[src/rtl/isa_pkg.sv]
//-----------------------------------------------------------------------------
// isa_pkg
// Shared definitions for the ISA bus master: the bus cycle-type encoding,
// the FSM state enum, the strobe bundle and helpers that map a cycle type to
// its strobe pattern and direction.
// Ports: none (package).
//-----------------------------------------------------------------------------
package isa_pkg;

   // Cycle type as presented on req_type.
   typedef enum logic [1:0] {
      CYC_IOR  = 2'b00,
      CYC_IOW  = 2'b01,
      CYC_MEMR = 2'b10,
      CYC_MEMW = 2'b11
   } cyc_type_e;

   typedef enum logic [2:0] {
      ST_IDLE,
      ST_SETUP,
      ST_STROBE,
      ST_WAIT,
      ST_HOLD
   } state_e;

   // Active-low command strobes, kept together so only one can ever be
   // selected at a time.
   typedef struct packed {
      logic ior_l;
      logic iow_l;
      logic memr_l;
      logic memw_l;
   } strobes_t;

   localparam strobes_t STROBES_IDLE = strobes_t'(4'hF);

   // Strobe pattern for one cycle type: exactly one strobe low.
   function automatic strobes_t strobe_for(input cyc_type_e t);
      strobes_t s;
      s = STROBES_IDLE;
      case (t)
         CYC_IOR:  s.ior_l  = 1'b0;
         CYC_IOW:  s.iow_l  = 1'b0;
         CYC_MEMR: s.memr_l = 1'b0;
         CYC_MEMW: s.memw_l = 1'b0;
      endcase
      return s;
   endfunction

   // Bit 0 of the encoding distinguishes writes from reads.
   function automatic logic is_write(input cyc_type_e t);
      return t[0];
   endfunction

endpackage

[src/rtl/isa_bus_master_if.sv]
//-----------------------------------------------------------------------------
// isa_bus_master_if
// Bundles the command/response handshake and the ISA bus pins.
//   master modport : the bus master (drives strobes, address, response)
//   slave  modport : requester + bus responder side (drives requests, data,
//                    ready)
// Signals:
//   req_valid/req_ready/req_type/req_addr/req_wdata : command handshake
//   rsp_valid/rsp_rdata/rsp_timeout                 : completion report
//   bus_a/bus_d_out/bus_d_oe/bus_din                : address and data
//   bus_ior_l/bus_iow_l/bus_memr_l/bus_memw_l       : active-low strobes
//   bus_aen/bus_rdy                                 : address enable, ready
//-----------------------------------------------------------------------------
interface isa_bus_master_if;
   import isa_pkg::*;

   logic        req_valid;
   logic        req_ready;
   cyc_type_e   req_type;
   logic [19:0] req_addr;
   logic [7:0]  req_wdata;

   logic        rsp_valid;
   logic [7:0]  rsp_rdata;
   logic        rsp_timeout;

   logic [19:0] bus_a;
   logic [7:0]  bus_d_out;
   logic        bus_d_oe;
   logic [7:0]  bus_din;
   logic        bus_ior_l;
   logic        bus_iow_l;
   logic        bus_memr_l;
   logic        bus_memw_l;
   logic        bus_aen;
   logic        bus_rdy;

   modport master (
      input  req_valid, req_type, req_addr, req_wdata, bus_din, bus_rdy,
      output req_ready, rsp_valid, rsp_rdata, rsp_timeout,
             bus_a, bus_d_out, bus_d_oe,
             bus_ior_l, bus_iow_l, bus_memr_l, bus_memw_l, bus_aen
   );

   modport slave (
      output req_valid, req_type, req_addr, req_wdata, bus_din, bus_rdy,
      input  req_ready, rsp_valid, rsp_rdata, rsp_timeout,
             bus_a, bus_d_out, bus_d_oe,
             bus_ior_l, bus_iow_l, bus_memr_l, bus_memw_l, bus_aen
   );

endinterface

[src/rtl/isa_rdy_sync.sv]
//-----------------------------------------------------------------------------
// isa_rdy_sync
// Two-flop synchronizer for the asynchronous responder ready. Both stages
// reset to 1 so the bus reads as "ready" until a responder pulls it low.
// Ports:
//   clk, reset : clock, synchronous active-high reset
//   async_i    : raw bus_rdy
//   sync_o     : rdy_sync, safe to use in the clk domain
//-----------------------------------------------------------------------------
module isa_rdy_sync (
   input  logic clk,
   input  logic reset,
   input  logic async_i,
   output logic sync_o
);

   logic meta_q;
   logic sync_q;

   // NOTE: non-blocking assignments make sync_q take the old meta_q, which is
   // what gives two real stages instead of one.
   always_ff @(posedge clk) begin
      if (reset) begin
         meta_q <= 1'b1;
         sync_q <= 1'b1;
      end else begin
         meta_q <= async_i;
         sync_q <= meta_q;
      end
   end

   assign sync_o = sync_q;

endmodule

[src/rtl/isa_bus_master.sv]
//-----------------------------------------------------------------------------
// isa_bus_master
// Runs one ISA bus cycle per accepted command: address setup with AEN low,
// a minimum-length strobe stretched by the responder's ready (with a timeout
// abort), then an address/data hold phase, followed by a one-cycle response.
// Ports:
//   clk   : clock
//   reset : synchronous active-high reset
//   bus   : isa_bus_master_if.master (handshake + bus pins)
// Parameters:
//   SETUP_CYCLES, STROBE_MIN, HOLD_CYCLES : phase lengths in cycles (1-15)
//   RDY_TIMEOUT                           : wait cycles before abort (8-bit)
//-----------------------------------------------------------------------------
module isa_bus_master
   import isa_pkg::*;
#(
   parameter int unsigned SETUP_CYCLES = 2,
   parameter int unsigned STROBE_MIN   = 4,
   parameter int unsigned HOLD_CYCLES  = 2,
   parameter int unsigned RDY_TIMEOUT  = 255
) (
   input  logic             clk,
   input  logic             reset,
   isa_bus_master_if.master bus
);

   // Phase counters count down from N-1 so a phase lasts exactly N cycles.
   localparam logic [3:0] SETUP_LOAD  = 4'(SETUP_CYCLES - 1);
   localparam logic [3:0] STROBE_LOAD = 4'(STROBE_MIN - 1);
   localparam logic [3:0] HOLD_LOAD   = 4'(HOLD_CYCLES - 1);
   localparam logic [7:0] WAIT_LIMIT  = 8'(RDY_TIMEOUT);

   state_e      state_q;
   logic [3:0]  cnt_q;
   logic [7:0]  wait_q;
   cyc_type_e   type_q;
   logic        timeout_q;
   logic [7:0]  rdata_q;

   logic        req_ready_q;
   logic        rsp_valid_q;
   logic [7:0]  rsp_rdata_q;
   logic        rsp_timeout_q;
   logic [19:0] bus_a_q;
   logic [7:0]  bus_d_out_q;
   logic        bus_d_oe_q;
   logic        bus_aen_q;
   strobes_t    strobes_q;

   logic        rdy_sync;
   logic        rdy_done;
   logic        rdy_abort;

   isa_rdy_sync u_rdy_sync (
      .clk     (clk),
      .reset   (reset),
      .async_i (bus.bus_rdy),
      .sync_o  (rdy_sync)
   );

   // The strobe phase ends either when the responder is ready (only once the
   // minimum strobe width has elapsed) or when the wait budget runs out.
   always_comb begin
      rdy_done  = 1'b0;
      rdy_abort = 1'b0;
      if (state_q == ST_STROBE) begin
         rdy_done = (cnt_q == 4'd0) && rdy_sync;
      end else if (state_q == ST_WAIT) begin
         rdy_done  = rdy_sync;
         rdy_abort = !rdy_sync && (wait_q == WAIT_LIMIT);
      end
   end

   always_ff @(posedge clk) begin
      if (reset) begin
         state_q       <= ST_IDLE;
         cnt_q         <= 4'd0;
         wait_q        <= 8'd0;
         type_q        <= CYC_IOR;
         timeout_q     <= 1'b0;
         rdata_q       <= 8'h00;
         req_ready_q   <= 1'b1;
         rsp_valid_q   <= 1'b0;
         rsp_rdata_q   <= 8'h00;
         rsp_timeout_q <= 1'b0;
         bus_a_q       <= 20'h0_0000;
         bus_d_out_q   <= 8'h00;
         bus_d_oe_q    <= 1'b0;
         bus_aen_q     <= 1'b1;
         strobes_q     <= STROBES_IDLE;
      end else begin
         rsp_valid_q <= 1'b0;
         case (state_q)
            ST_IDLE: begin
               if (bus.req_valid) begin
                  type_q      <= bus.req_type;
                  bus_a_q     <= bus.req_addr;
                  bus_d_out_q <= bus.req_wdata;
                  bus_d_oe_q  <= is_write(bus.req_type);
                  bus_aen_q   <= 1'b0;
                  req_ready_q <= 1'b0;
                  timeout_q   <= 1'b0;
                  cnt_q       <= SETUP_LOAD;
                  state_q     <= ST_SETUP;
               end
            end

            ST_SETUP: begin
               if (cnt_q == 4'd0) begin
                  strobes_q <= strobe_for(type_q);
                  cnt_q     <= STROBE_LOAD;
                  state_q   <= ST_STROBE;
               end else begin
                  cnt_q <= cnt_q - 4'd1;
               end
            end

            ST_STROBE, ST_WAIT: begin
               if (rdy_done || rdy_abort) begin
                  strobes_q <= STROBES_IDLE;
                  timeout_q <= rdy_abort;
                  rdata_q   <= rdy_abort ? 8'hFF : bus.bus_din;
                  cnt_q     <= HOLD_LOAD;
                  state_q   <= ST_HOLD;
               end else if (state_q == ST_WAIT) begin
                  wait_q <= wait_q + 8'd1;
               end else if (cnt_q == 4'd0) begin
                  wait_q  <= 8'd0;
                  state_q <= ST_WAIT;
               end else begin
                  cnt_q <= cnt_q - 4'd1;
               end
            end

            ST_HOLD: begin
               if (cnt_q == 4'd0) begin
                  // Writes report zero data regardless of what was sampled.
                  rsp_valid_q   <= 1'b1;
                  rsp_rdata_q   <= is_write(type_q) ? 8'h00 : rdata_q;
                  rsp_timeout_q <= timeout_q;
                  bus_d_oe_q    <= 1'b0;
                  bus_aen_q     <= 1'b1;
                  req_ready_q   <= 1'b1;
                  state_q       <= ST_IDLE;
               end else begin
                  cnt_q <= cnt_q - 4'd1;
               end
            end

            default: state_q <= ST_IDLE;
         endcase
      end
   end

   assign bus.req_ready   = req_ready_q;
   assign bus.rsp_valid   = rsp_valid_q;
   assign bus.rsp_rdata   = rsp_rdata_q;
   assign bus.rsp_timeout = rsp_timeout_q;
   assign bus.bus_a       = bus_a_q;
   assign bus.bus_d_out   = bus_d_out_q;
   assign bus.bus_d_oe    = bus_d_oe_q;
   assign bus.bus_aen     = bus_aen_q;
   assign bus.bus_ior_l   = strobes_q.ior_l;
   assign bus.bus_iow_l   = strobes_q.iow_l;
   assign bus.bus_memr_l  = strobes_q.memr_l;
   assign bus.bus_memw_l  = strobes_q.memw_l;

endmodule

[src/flat_wrapper.sv]
// flat-port wrapper written by rule: the top's interface ports become plain ports
module isa_bus_master_flat import isa_pkg::*;
#(
   parameter int unsigned SETUP_CYCLES = 2,
   parameter int unsigned STROBE_MIN   = 4,
   parameter int unsigned HOLD_CYCLES  = 2,
   parameter int unsigned RDY_TIMEOUT  = 255
)
  (clk, reset, bus_req_valid, bus_req_type, bus_req_addr, bus_req_wdata, bus_bus_din, bus_bus_rdy, bus_req_ready, bus_rsp_valid, bus_rsp_rdata, bus_rsp_timeout, bus_bus_a, bus_bus_d_out, bus_bus_d_oe, bus_bus_ior_l, bus_bus_iow_l, bus_bus_memr_l, bus_bus_memw_l, bus_bus_aen);
  isa_bus_master_if bus_i ();
  input  logic clk;
  input  logic reset;
  input wire logic [$bits(bus_i.req_valid)-1:0] bus_req_valid;
  input wire logic [$bits(bus_i.req_type)-1:0] bus_req_type;
  input wire logic [$bits(bus_i.req_addr)-1:0] bus_req_addr;
  input wire logic [$bits(bus_i.req_wdata)-1:0] bus_req_wdata;
  input wire logic [$bits(bus_i.bus_din)-1:0] bus_bus_din;
  input wire logic [$bits(bus_i.bus_rdy)-1:0] bus_bus_rdy;
  output wire logic [$bits(bus_i.req_ready)-1:0] bus_req_ready;
  output wire logic [$bits(bus_i.rsp_valid)-1:0] bus_rsp_valid;
  output wire logic [$bits(bus_i.rsp_rdata)-1:0] bus_rsp_rdata;
  output wire logic [$bits(bus_i.rsp_timeout)-1:0] bus_rsp_timeout;
  output wire logic [$bits(bus_i.bus_a)-1:0] bus_bus_a;
  output wire logic [$bits(bus_i.bus_d_out)-1:0] bus_bus_d_out;
  output wire logic [$bits(bus_i.bus_d_oe)-1:0] bus_bus_d_oe;
  output wire logic [$bits(bus_i.bus_ior_l)-1:0] bus_bus_ior_l;
  output wire logic [$bits(bus_i.bus_iow_l)-1:0] bus_bus_iow_l;
  output wire logic [$bits(bus_i.bus_memr_l)-1:0] bus_bus_memr_l;
  output wire logic [$bits(bus_i.bus_memw_l)-1:0] bus_bus_memw_l;
  output wire logic [$bits(bus_i.bus_aen)-1:0] bus_bus_aen;
  assign bus_i.req_valid = bus_req_valid;
  assign bus_i.req_type = bus_req_type;
  assign bus_i.req_addr = bus_req_addr;
  assign bus_i.req_wdata = bus_req_wdata;
  assign bus_i.bus_din = bus_bus_din;
  assign bus_i.bus_rdy = bus_bus_rdy;
  assign bus_req_ready = bus_i.req_ready;
  assign bus_rsp_valid = bus_i.rsp_valid;
  assign bus_rsp_rdata = bus_i.rsp_rdata;
  assign bus_rsp_timeout = bus_i.rsp_timeout;
  assign bus_bus_a = bus_i.bus_a;
  assign bus_bus_d_out = bus_i.bus_d_out;
  assign bus_bus_d_oe = bus_i.bus_d_oe;
  assign bus_bus_ior_l = bus_i.bus_ior_l;
  assign bus_bus_iow_l = bus_i.bus_iow_l;
  assign bus_bus_memr_l = bus_i.bus_memr_l;
  assign bus_bus_memw_l = bus_i.bus_memw_l;
  assign bus_bus_aen = bus_i.bus_aen;
  isa_bus_master #(.SETUP_CYCLES(SETUP_CYCLES), .STROBE_MIN(STROBE_MIN), .HOLD_CYCLES(HOLD_CYCLES), .RDY_TIMEOUT(RDY_TIMEOUT)) u_core (.clk(clk), .reset(reset), .bus(bus_i));
endmodule
[config.mk]
export PLATFORM = sky130hd
export DESIGN_NAME = isa_bus_master_flat
export DESIGN_NICKNAME = d
export VERILOG_FILES = /design/src/rtl/isa_pkg.sv /design/src/rtl/isa_bus_master_if.sv /design/src/rtl/isa_rdy_sync.sv /design/src/rtl/isa_bus_master.sv /design/src/flat_wrapper.sv
export SDC_FILE = /design/constraint.sdc
export NUM_CORES = 1
export LEC_CHECK = 0
export ABC_AREA = 0
export CORE_UTILIZATION = 50
export CTS_BUF_LIST = sky130_fd_sc_hd__clkbuf_16
export CTS_CLUSTER_SIZE = 30
export DETAILED_ROUTE_END_ITERATION = 10
export PLACE_DENSITY_LB_ADDON = 0.08
export SYNTH_ARGS = -nofsm -noshare
export SYNTH_HDL_FRONTEND = slang
export SYNTH_SLANG_ARGS = --single-unit
[constraint.sdc]
create_clock -name clk -period 6 [get_ports clk]
set_input_delay 0.6 -clock clk [delete_from_list [all_inputs] [get_ports clk]]
set_output_delay 0.6 -clock clk [all_outputs]
set_load 0.05 [all_outputs]
==> impl_table.tex, run 1 <==
\begin{tabular}{lr}
\hline
Metric & Value \\
\hline
\multicolumn{2}{l}{\textbf{Status}} \\
\quad Status & finished clean \\
\multicolumn{2}{l}{\textbf{Floorplanning}} \\
\quad Core region area & 5610 um2 \\
\quad Number of placed I/O pins & 87 \\
\quad Initial core utilization & 52.7\% \\
\quad Horizontal die dimension & 78.9 um \\
\quad Die ar. & 6220 um2 \\
\quad Height of the die & 78.9 um \\
\quad Number of standard-cell rows in the floorplan & 27 \\
\multicolumn{2}{l}{\textbf{Worst setup path}} \\
\quad Kind of cell adding the most delay to the critical path & compound AO/OA/AOI/OAI gates \\
\quad Crit-path max FO & 21 \\
\quad Worst EP required & 6.23 ns \\
\quad Maximum single-stage delay on the critical path & 0.84 ns \\
\quad Capturing element type of the critical path & flop \\
\quad Critical path's slowest cell & a21boi\_2 \\
\quad Worst path bufs/invs & 1 \\
\quad Startpoint-to-endpoint class of the critical path & reg -> reg \\
\quad CP startpoint kind & flop \\
\quad Worst-path cell chain & inv\_1, ha\_1, nor3b\_4, o21ai\_1, a21boi\_2, nor3\_1, a211oi\_1 \\
\quad Data arrival time at the worst-slack endpoint & 2.63 ns \\
\multicolumn{2}{l}{\textbf{Drt}} \\
\quad Wire length reported by the detailed router & 6.71 mm \\
\quad Count of nets left with antenna violations after detail routing & 0 \\
\quad Number of design rule violations left after detail routing & 0 \\
\quad Initial DRC Count & 118 \\
\quad Vias after detailed routing & 2606 \\
\quad Routed wirelength normalized by instance count & 13.7 um \\
\quad First drt pass iteration count & 4 \\
\quad Mean number of vias per cell & 5.33 \\
\multicolumn{2}{l}{\textbf{Logic synthesis}} \\
\quad Post-Synthesis Mean Instance Area & 8.90 um2 \\
\quad Ys async rst share & 0\% \\
\quad Post-Synthesis Cell Area & 2960 um2 \\
\quad Post-synth cell types & 54 \\
\quad Count of state elements after synthesis & 72 \\
\quad Count of warnings emitted by yosys & 0 \\
\quad Count of flip-flops with a built-in enable after synthesis & 0 \\
\quad Commonest register cell after synthesis & dfxtp\_1 \\
\quad Total nets after synthesis & 377 \\
\quad Number of cells produced by synthesis & 332 \\
\quad Register area share after synthesis & 48.8\% \\
\multicolumn{2}{l}{\textbf{Global route}} \\
\quad Largest net degree at the start of global routing & 56 \\
\quad Wire length of the first global-routing pass & 11.3 mm \\
\quad Routing usage on met1 & 27.7\% \\
\quad Met3 GRT Util & 6.55\% \\
\quad Met2 track demand over resource & 37.8\% \\
\quad Most congested layer reported by global routing & met2 \\
\quad Vias in the first global route & 2551 \\
\quad GRT Overall Usage & 23.1\% \\
\quad Number of antenna violations at the first check in global routing & 0 \\
\quad Residual overflow from global routing & 0 \\
\multicolumn{2}{l}{\textbf{CTS}} \\
\quad Number of clock sinks seen by CTS & 72 \\
\quad Buffers inserted by post-CTS timing repair & 0 \\
\quad Post-CTS Hold Buffers & 0 \\
\quad CTS tree & done \\
\quad Clock buffer depth & 2 \\
\quad Total clock buffers created by CTS & 9 \\
\quad H-tree level count & 3 \\
\quad Clock Latency Late Sink & 0.32 ns \\
\quad Master cell of the clock root buffer & clkbuf\_16 \\
\quad Number of gates resized after cts & 0 \\
\quad Clock transition at path regs & 0.06 ns \\
\multicolumn{2}{l}{\textbf{STA}} \\
\quad Setup repair after global routing missed its margin & false \\
\quad Relative slew margins & 22.4\% \\
\quad Highest attainable clock frequency & 0.418 GHz \\
\quad Hold slack & 0.406 ns \\
\quad Fin. max-slew vios & 0 \\
\quad Final critical delay including setup and external delays & 2.39 ns \\
\quad Worst-case clock skew & 0.00606 ns \\
\quad Total negative slack for setup checks & 0 ns \\
\quad Number of hold violations in the final report & 0 \\
\quad Final Cycle Share & 39.9\% \\
\quad Final setup vio count & 0 \\
\quad Slew @ Worst Pin & 1.16 ns \\
\multicolumn{2}{l}{\textbf{Cells and area}} \\
\quad Area used by multi-input combinational logic & 1380 um2 \\
\quad Commonest non-fill, non-tap cells in the layout & clkdlybuf4s50\_1, dfxtp\_1, nand2\_1, nor2\_1, a21oi\_1 \\
\quad Flip-flop and latch area & 1440 um2 \\
\quad Filler Cells Inserted & 458 \\
\quad Fraction of layout cells with a size suffix above 1 & 9.35\% \\
\quad Total Nets Final & 457 \\
\quad Diodes inserted & 0 \\
\quad Most common cell after layout, fill and taps aside & clkdlybuf4s50\_1 \\
\quad Utilization of the core after routing & 73.0\% \\
\quad Area added between synthesis and finish & 38.6\% \\
\quad Layout Cells excl Fill & 489 \\
\multicolumn{2}{l}{\textbf{Placed design}} \\
\quad Weighted congestion at the end of routability-driven global placement & 0.804 \\
\quad Cell count after placement & 473 \\
\quad \# port buffers & 86 \\
\quad Estimated wirelength of the detail-placed design & 4.45 mm \\
\multicolumn{2}{l}{\textbf{Power and ir drop}} \\
\quad Highest ir drop seen on vdd & 287 uV \\
\quad Reported leakage power & 1.50 nW \\
\quad Power per standard cell area & 430 nW/um2 \\
\multicolumn{2}{l}{\textbf{Worst hold path}} \\
\quad Class of the worst hold path & reg -> reg \\
\multicolumn{2}{l}{\textbf{Job}} \\
\quad Max-cap violation count & 0 \\
\hline
\end{tabular}
cells in the mapped netlist, drive strengths merged, types with 2 or more instances:
cell type  number  area share (%)
o21a            2            0.51
o22ai           2            0.42
dfxtp          72              49
xnor2           6             1.8
o22a            3            0.89
nor2           35             4.5
nand4           2            0.42
or2             2            0.42
nand3           8             1.4
nor3b           2             1.1
o2111ai         2            0.80
nor4            2            0.42
a211oi          9             3.3
buf            12             2.9
and3            3            0.64
nor2b           5             1.1
ha              3             1.3
a22o            8             2.4
and2            2            0.51
o32a            3             1.0
inv             7            0.89
nand2          71             9.0
a21oi          33             5.7
and4            2            0.76
clkbuf          7            0.89
a2111oi         2             1.0
nor3            5             1.2
o21ai           5            0.85
a31o            2            0.89
a31oi           3            0.64
mux2i           2            0.68
stage by stage:
step | power (mW) | setup WS (ns) | area [um2]
after floorplan | 1.10 | 4.12 | 2960
after global placement | 1.25 | 3.50 | 3810
after detailed placement | 1.27 | 3.49 | 3810
after CTS | 1.78 | 3.58 | 4100
after global routing | 1.86 | 3.34 | 4100
final | 1.76 | 3.61 | 4100
state kept, by name, summed over array words and instances, names as in the netlist, 2 cells and up:
signal                cells
u_core.cnt_q              4
u_core.type_q             2
u_core.rdata_q            8
u_core.wait_q             8
u_core.bus.bus_a         20
u_core.bus.bus_d_out      8
u_core.bus.rsp_rdata      8
u_core.state_q            3
routing by layer:
| layer | wire (um) | share of wire [%] |
|---|---|---|
| met1 | 3010 | 45 |
| met4 | 165 | 2.5 |
| met3 | 427 | 6.4 |
| met5 | 0 | 0 |
| met2 | 3110 | 46 |
area by class of cell:
class	count	area share, %
flip-flops and latches	72	35.2
multi-input cells	234	33.6
repair buffers	88	21.3
clock buffers	9	5.50
well taps	72	2.20
clock inverters	7	1.56
inverters	7	0.642
power breakdown:
group,internal (mW),switching (mW)
Clock,0.318,0.191
Sequential,0.554,0.0658
Combinational,0.231,0.403
worst paths after layout:
check	from	end	slack (ns)	cells after the start
worst min register to register	u_core.u_rdy_sync.meta_q	u_core.u_rdy_sync.sync_o	0.41	1
worst min-delay path	u_core.u_rdy_sync.meta_q	u_core.u_rdy_sync.sync_o	0.41	1
worst max-delay path	u_core.cnt_q[0]	u_core.cnt_q[0]	3.61	7
worst max register to register	u_core.cnt_q[0]	u_core.cnt_q[0]	3.61	7
cells by family after synthesis:
family	after synthesis	share of synthesized area, %
DFF	72	48.8
muxes	2	0.677
xor gates and xnor gates	7	2.07
AOI/OAI and AO/OA	78	19.6
adders and majority gates	3	1.27
buffers and inverters	26	4.70
and+or+nand+nor	144	22.9
No activity file was read; power rests on OpenSTA's default activity.
==> run 2, diff against run 1 <==
--- a/config.mk
+++ b/config.mk
@@ -6,7 +6,7 @@
 export NUM_CORES = 1
 export LEC_CHECK = 0
 export ABC_AREA = 0
-export CORE_UTILIZATION = 50
+export CORE_UTILIZATION = 42
 export CTS_BUF_LIST = sky130_fd_sc_hd__clkbuf_16
 export CTS_CLUSTER_SIZE = 30
 export DETAILED_ROUTE_END_ITERATION = 10
==> constraint.sdc (replaced) <==
create_clock -name clk -period 2 [get_ports clk]
set_input_delay 0.2 -clock clk [delete_from_list [all_inputs] [get_ports clk]]
set_output_delay 0.2 -clock clk [all_outputs]
set_load 0.05 [all_outputs]
==> run 2 against run 1 <==
Clock power rose to 3.4 times the previous value. Non-clock buffer count grew 9. Via count up 0.81%. Maximum frequency grew 27%. Routed wire length grew 3.2%. Sequential share of layout area decreased by 1.7 points. Cell area grew 4.9%. Total power grew to 3.3 times the previous value. Die area rose by 19%. Register-to-register slack got worse by 3.5 ns. Critical endpoint unchanged.
==> impl_table.tex, run 2 (synthesis gave the netlist of run 1 again) <==
\begin{tabular}{lr}
\hline
Metric & Value \\
\hline
\multicolumn{2}{l}{\textbf{STA}} \\
\quad Relative slew margins & 64.4\% (+42 points) \\
\quad Final critical delay including setup and external delays & 1.89 ns (-0.504 ns) \\
\quad Final Cycle Share & 94.5\% (+55 points) \\
\quad Highest attainable clock frequency & 0.529 GHz (+27\%) \\
\quad Worst-case clock skew & 0.0107 ns (+0.00460 ns) \\
\quad Fin. max-slew vios & 0 (unchanged) \\
\quad Number of hold violations in the final report & 0 (unchanged) \\
\quad Final setup vio count & 0 (unchanged) \\
\quad Slew @ Worst Pin & 0.532 ns (-0.630 ns) \\
\multicolumn{2}{l}{\textbf{Cells and area}} \\
\quad Diodes inserted & 0 (unchanged) \\
\quad Layout Cells excl Fill & 522 (+6.7\%) \\
\quad Most common cell after layout, fill and taps aside & clkdlybuf4s50\_1 \\
\quad Total Nets Final & 466 (+2.0\%) \\
\quad Utilization of the core after routing & 63.3\% (-9.8 points) \\
\quad Fraction of layout cells with a size suffix above 1 & 12.7\% (+3.3 points) \\
\quad Area added between synthesis and finish & 45.4\% \\
\quad Commonest non-fill, non-tap cells in the layout & clkdlybuf4s50\_1, dfxtp\_1, nand2\_1, nor2\_1, a21oi\_1 \\
\quad Max reg flops & 20 (unchanged) \\
\multicolumn{2}{l}{\textbf{CTS}} \\
\quad CTS tree & done \\
\quad Master cell of the clock root buffer & clkbuf\_16 \\
\quad Clock transition at path regs & 0.06 ns (about the same) \\
\quad Clock Latency Late Sink & 0.33 ns (about the same) \\
\quad Clock buffer depth & 2 (unchanged) \\
\quad Post-CTS Hold Buffers & 0 (unchanged) \\
\quad Number of clock sinks seen by CTS & 72 (unchanged) \\
\quad H-tree level count & 3 (unchanged) \\
\quad Total clock buffers created by CTS & 9 (unchanged) \\
\multicolumn{2}{l}{\textbf{Floorplanning}} \\
\quad Initial core utilization & 43.5\% (-9.2 points) \\
\quad Number of placed I/O pins & 87 (unchanged) \\
\quad Die ar. & 7380 um2 (+19\%) \\
\quad Horizontal die dimension & 85.9 um (+8.9\%) \\
\quad Height of the die & 85.9 um (+8.9\%) \\
\quad Core region area & 6790 um2 (+21\%) \\
\quad Number of standard-cell rows in the floorplan & 30 (+11\%) \\
\multicolumn{2}{l}{\textbf{Drt}} \\
\quad Number of design rule violations left after detail routing & 0 (unchanged) \\
\quad First drt pass iteration count & 4 (unchanged) \\
\quad Vias after detailed routing & 2627 (+0.81\%) \\
\quad Initial DRC Count & 75 (-36\%) \\
\quad Mean number of vias per cell & 5.03 (-5.6\%) \\
\quad Count of nets left with antenna violations after detail routing & 0 (unchanged) \\
\quad Wire length reported by the detailed router & 6.93 mm (+3.2\%) \\
\quad Routed wirelength normalized by instance count & 13.3 um (-3.3\%) \\
\multicolumn{2}{l}{\textbf{Worst hold path}} \\
\quad Hold path startpoint & reset \\
\quad Number of cells traversed by the worst hold path & 2 (+1) \\
\quad Worst-case hold path end point & u\_core.bus.bus\_a[15] \\
\quad Class of the worst hold path & in -> reg \\
\multicolumn{2}{l}{\textbf{Power and ir drop}} \\
\quad Part of the power in registers & 32.3\% (-2.9 points) \\
\quad Highest ir drop seen on vdd & 838 uV (+190\%) \\
\quad P\_int & 3.64 mW (+230\%) \\
\quad Switching share of power & 36.7\% (-0.76 points) \\
\quad Power per standard cell area & 1340 nW/um2 (+210\%) \\
\quad Power spent charging and discharging nets & 2.11 mW (+220\%) \\
\quad Clock network fraction of total power & 30.2\% (+1.3 points) \\
\quad Reported leakage power & 1.57 nW (+4.7\%) \\
\quad Comb pwr share & 37.5\% (+1.5 points) \\
\multicolumn{2}{l}{\textbf{Worst setup path}} \\
\quad Startpoint-to-endpoint class of the critical path & reg -> reg \\
\quad Critical R2R Launch & u\_core.cnt\_q[1] \\
\quad Data arrival time at the worst-slack endpoint & 2.10 ns (-0.53 ns) \\
\quad Reg2reg setup slack & 0.11 ns (-3.50 ns) \\
\quad Crit-path max FO & 5 (-76\%) \\
\quad Worst-case reg-to-reg path depth & 10 (+3) \\
\quad CP startpoint kind & flop \\
\quad Capturing element type of the critical path & flop \\
\quad Worst EP required & 2.21 ns (-4.02 ns) \\
\quad Endpoint of the worst register-to-register path & u\_core.cnt\_q[0] \\
\multicolumn{2}{l}{\textbf{Placed design}} \\
\quad Cell count after placement & 502 (+6.1\%) \\
\quad \# port buffers & 86 (unchanged) \\
\quad Weighted congestion at the end of routability-driven global placement & 0.781 (-3.0\%) \\
\quad Estimated wirelength of the detail-placed design & 4.67 mm (+5.0\%) \\
\multicolumn{2}{l}{\textbf{Global route}} \\
\quad Largest net degree at the start of global routing & 38 (-32\%) \\
\quad Residual overflow from global routing & 0 (unchanged) \\
\quad Wire length of the first global-routing pass & 11.4 mm (+1.1\%) \\
\quad Number of antenna violations at the first check in global routing & 0 (unchanged) \\
\quad GRT Overall Usage & 20.0\% (-3.1 points) \\
\quad Vias in the first global route & 2522 (-1.1\%) \\
\multicolumn{2}{l}{\textbf{Job}} \\
\quad Max-cap violation count & 0 (unchanged) \\
\multicolumn{2}{l}{\textbf{Status}} \\
\quad Status & finished clean \\
\hline
\end{tabular}
## run 2: repair_timing
item | in CTS | in global routing
hold endpoints to repair | 0 | 0
buffers inserted | 3 | 1
pin swaps | 0 | 1
gates resized for setup | 0 | 4
cloned | 0 | 0
setup endpoints to repair | 1 | 6
## run 2: critical path, stage by stage (launching register included)
cell and delay (ns):
dfxtp_1 0.34, inv_1 0.10, ha_4 0.14, nor3b_4 0.30, inv_2 0.07, ha_1 0.30, nor2b_1 0.11, a21oi_1 0.05
o22a_1 0.20, nor3_2 0.10, a211oi_1 0.06
## run 2: final cells by class
type | count | area (um2)
fill | 573 | 2500
multi-input combinational | 234 | 1400
clock buffer | 9 | 225
sequential | 72 | 1440
inverter | 7 | 26.3
timing repair buffer | 97 | 988
clock inverter | 7 | 101
tap | 96 | 120
## run 2: how the worst max path moves through the flow
stage	cells past startpoint	end	startpoint	slack, ns
6_report	10	u_core.cnt_q[0]	u_core.cnt_q[1]	0.11
5_1_grt	10	u_core.cnt_q[0]	u_core.cnt_q[1]	-0.02
2_1_floorplan	10	u_core.cnt_q[0]	u_core.cnt_q[0]	0.12
3_3_place_gp	10	u_core.cnt_q[0]	u_core.cnt_q[0]	0.08
3_5_place_dp	10	u_core.cnt_q[0]	u_core.cnt_q[0]	-0.03
4_1_cts	10	u_core.cnt_q[0]	u_core.cnt_q[0]	0.05
## run 2: layer usage
metal  routed length (um)  vias up  global-route usage, %  part of all wire (%)
met3                  466        5                   7.89                   6.7
li1                     -     1330                      -                     -
met2                 3350       70                   33.2                    48
met4                   48        0                   6.36                  0.69
met5                    0        -                      0                     0
met1                 3070     1222                   23.7                    44
## run 2: power groups by stage
| stage | registers (mW) | logic [mW] | clock network [mW] |
|---|---|---|---|
| 3_5_place_dp | 1.88 | 2.04 | 0 |
| 6_report | 1.86 | 2.15 | 1.74 |
| 3_3_place_gp | 1.87 | 2.01 | 0 |
| 4_1_cts | 1.85 | 2.11 | 1.79 |
| 2_1_floorplan | 2.26 | 1.03 | 0 |
| 5_1_grt | 1.89 | 2.32 | 1.85 |
## run 2: metrics by stage
| step | TNS, ns | power [mW] | instance area [um2] | hold WS (ns) | worst slack [ns] |
|---|---|---|---|---|---|
| global route | -0.0150 | 6.06 | 4300 | 0.306 | -0.0150 |
| global placement | 0 | 3.89 | 3920 | 0.395 | 0.0833 |
| CTS | 0 | 5.75 | 4270 | 0.288 | 0.0502 |
| floorplan | 0 | 3.29 | 2960 | 0.304 | 0.124 |
| finish | 0 | 5.75 | 4300 | 0.292 | 0.109 |
| detailed placement | -0.0279 | 3.92 | 3920 | 0.393 | -0.0279 |
==> run 3, diff against run 2 <==
--- a/config.mk
+++ b/config.mk
@@ -10,6 +10,7 @@
 export CTS_BUF_LIST = sky130_fd_sc_hd__clkbuf_16
 export CTS_CLUSTER_SIZE = 30
 export DETAILED_ROUTE_END_ITERATION = 10
+export GPL_TIMING_DRIVEN = 1
 export PLACE_DENSITY_LB_ADDON = 0.08
 export SYNTH_ARGS = -nofsm -noshare
 export SYNTH_HDL_FRONTEND = slang
==> results of run 3 <==
Final layout, timing and power as in run 2 (identical DEF).
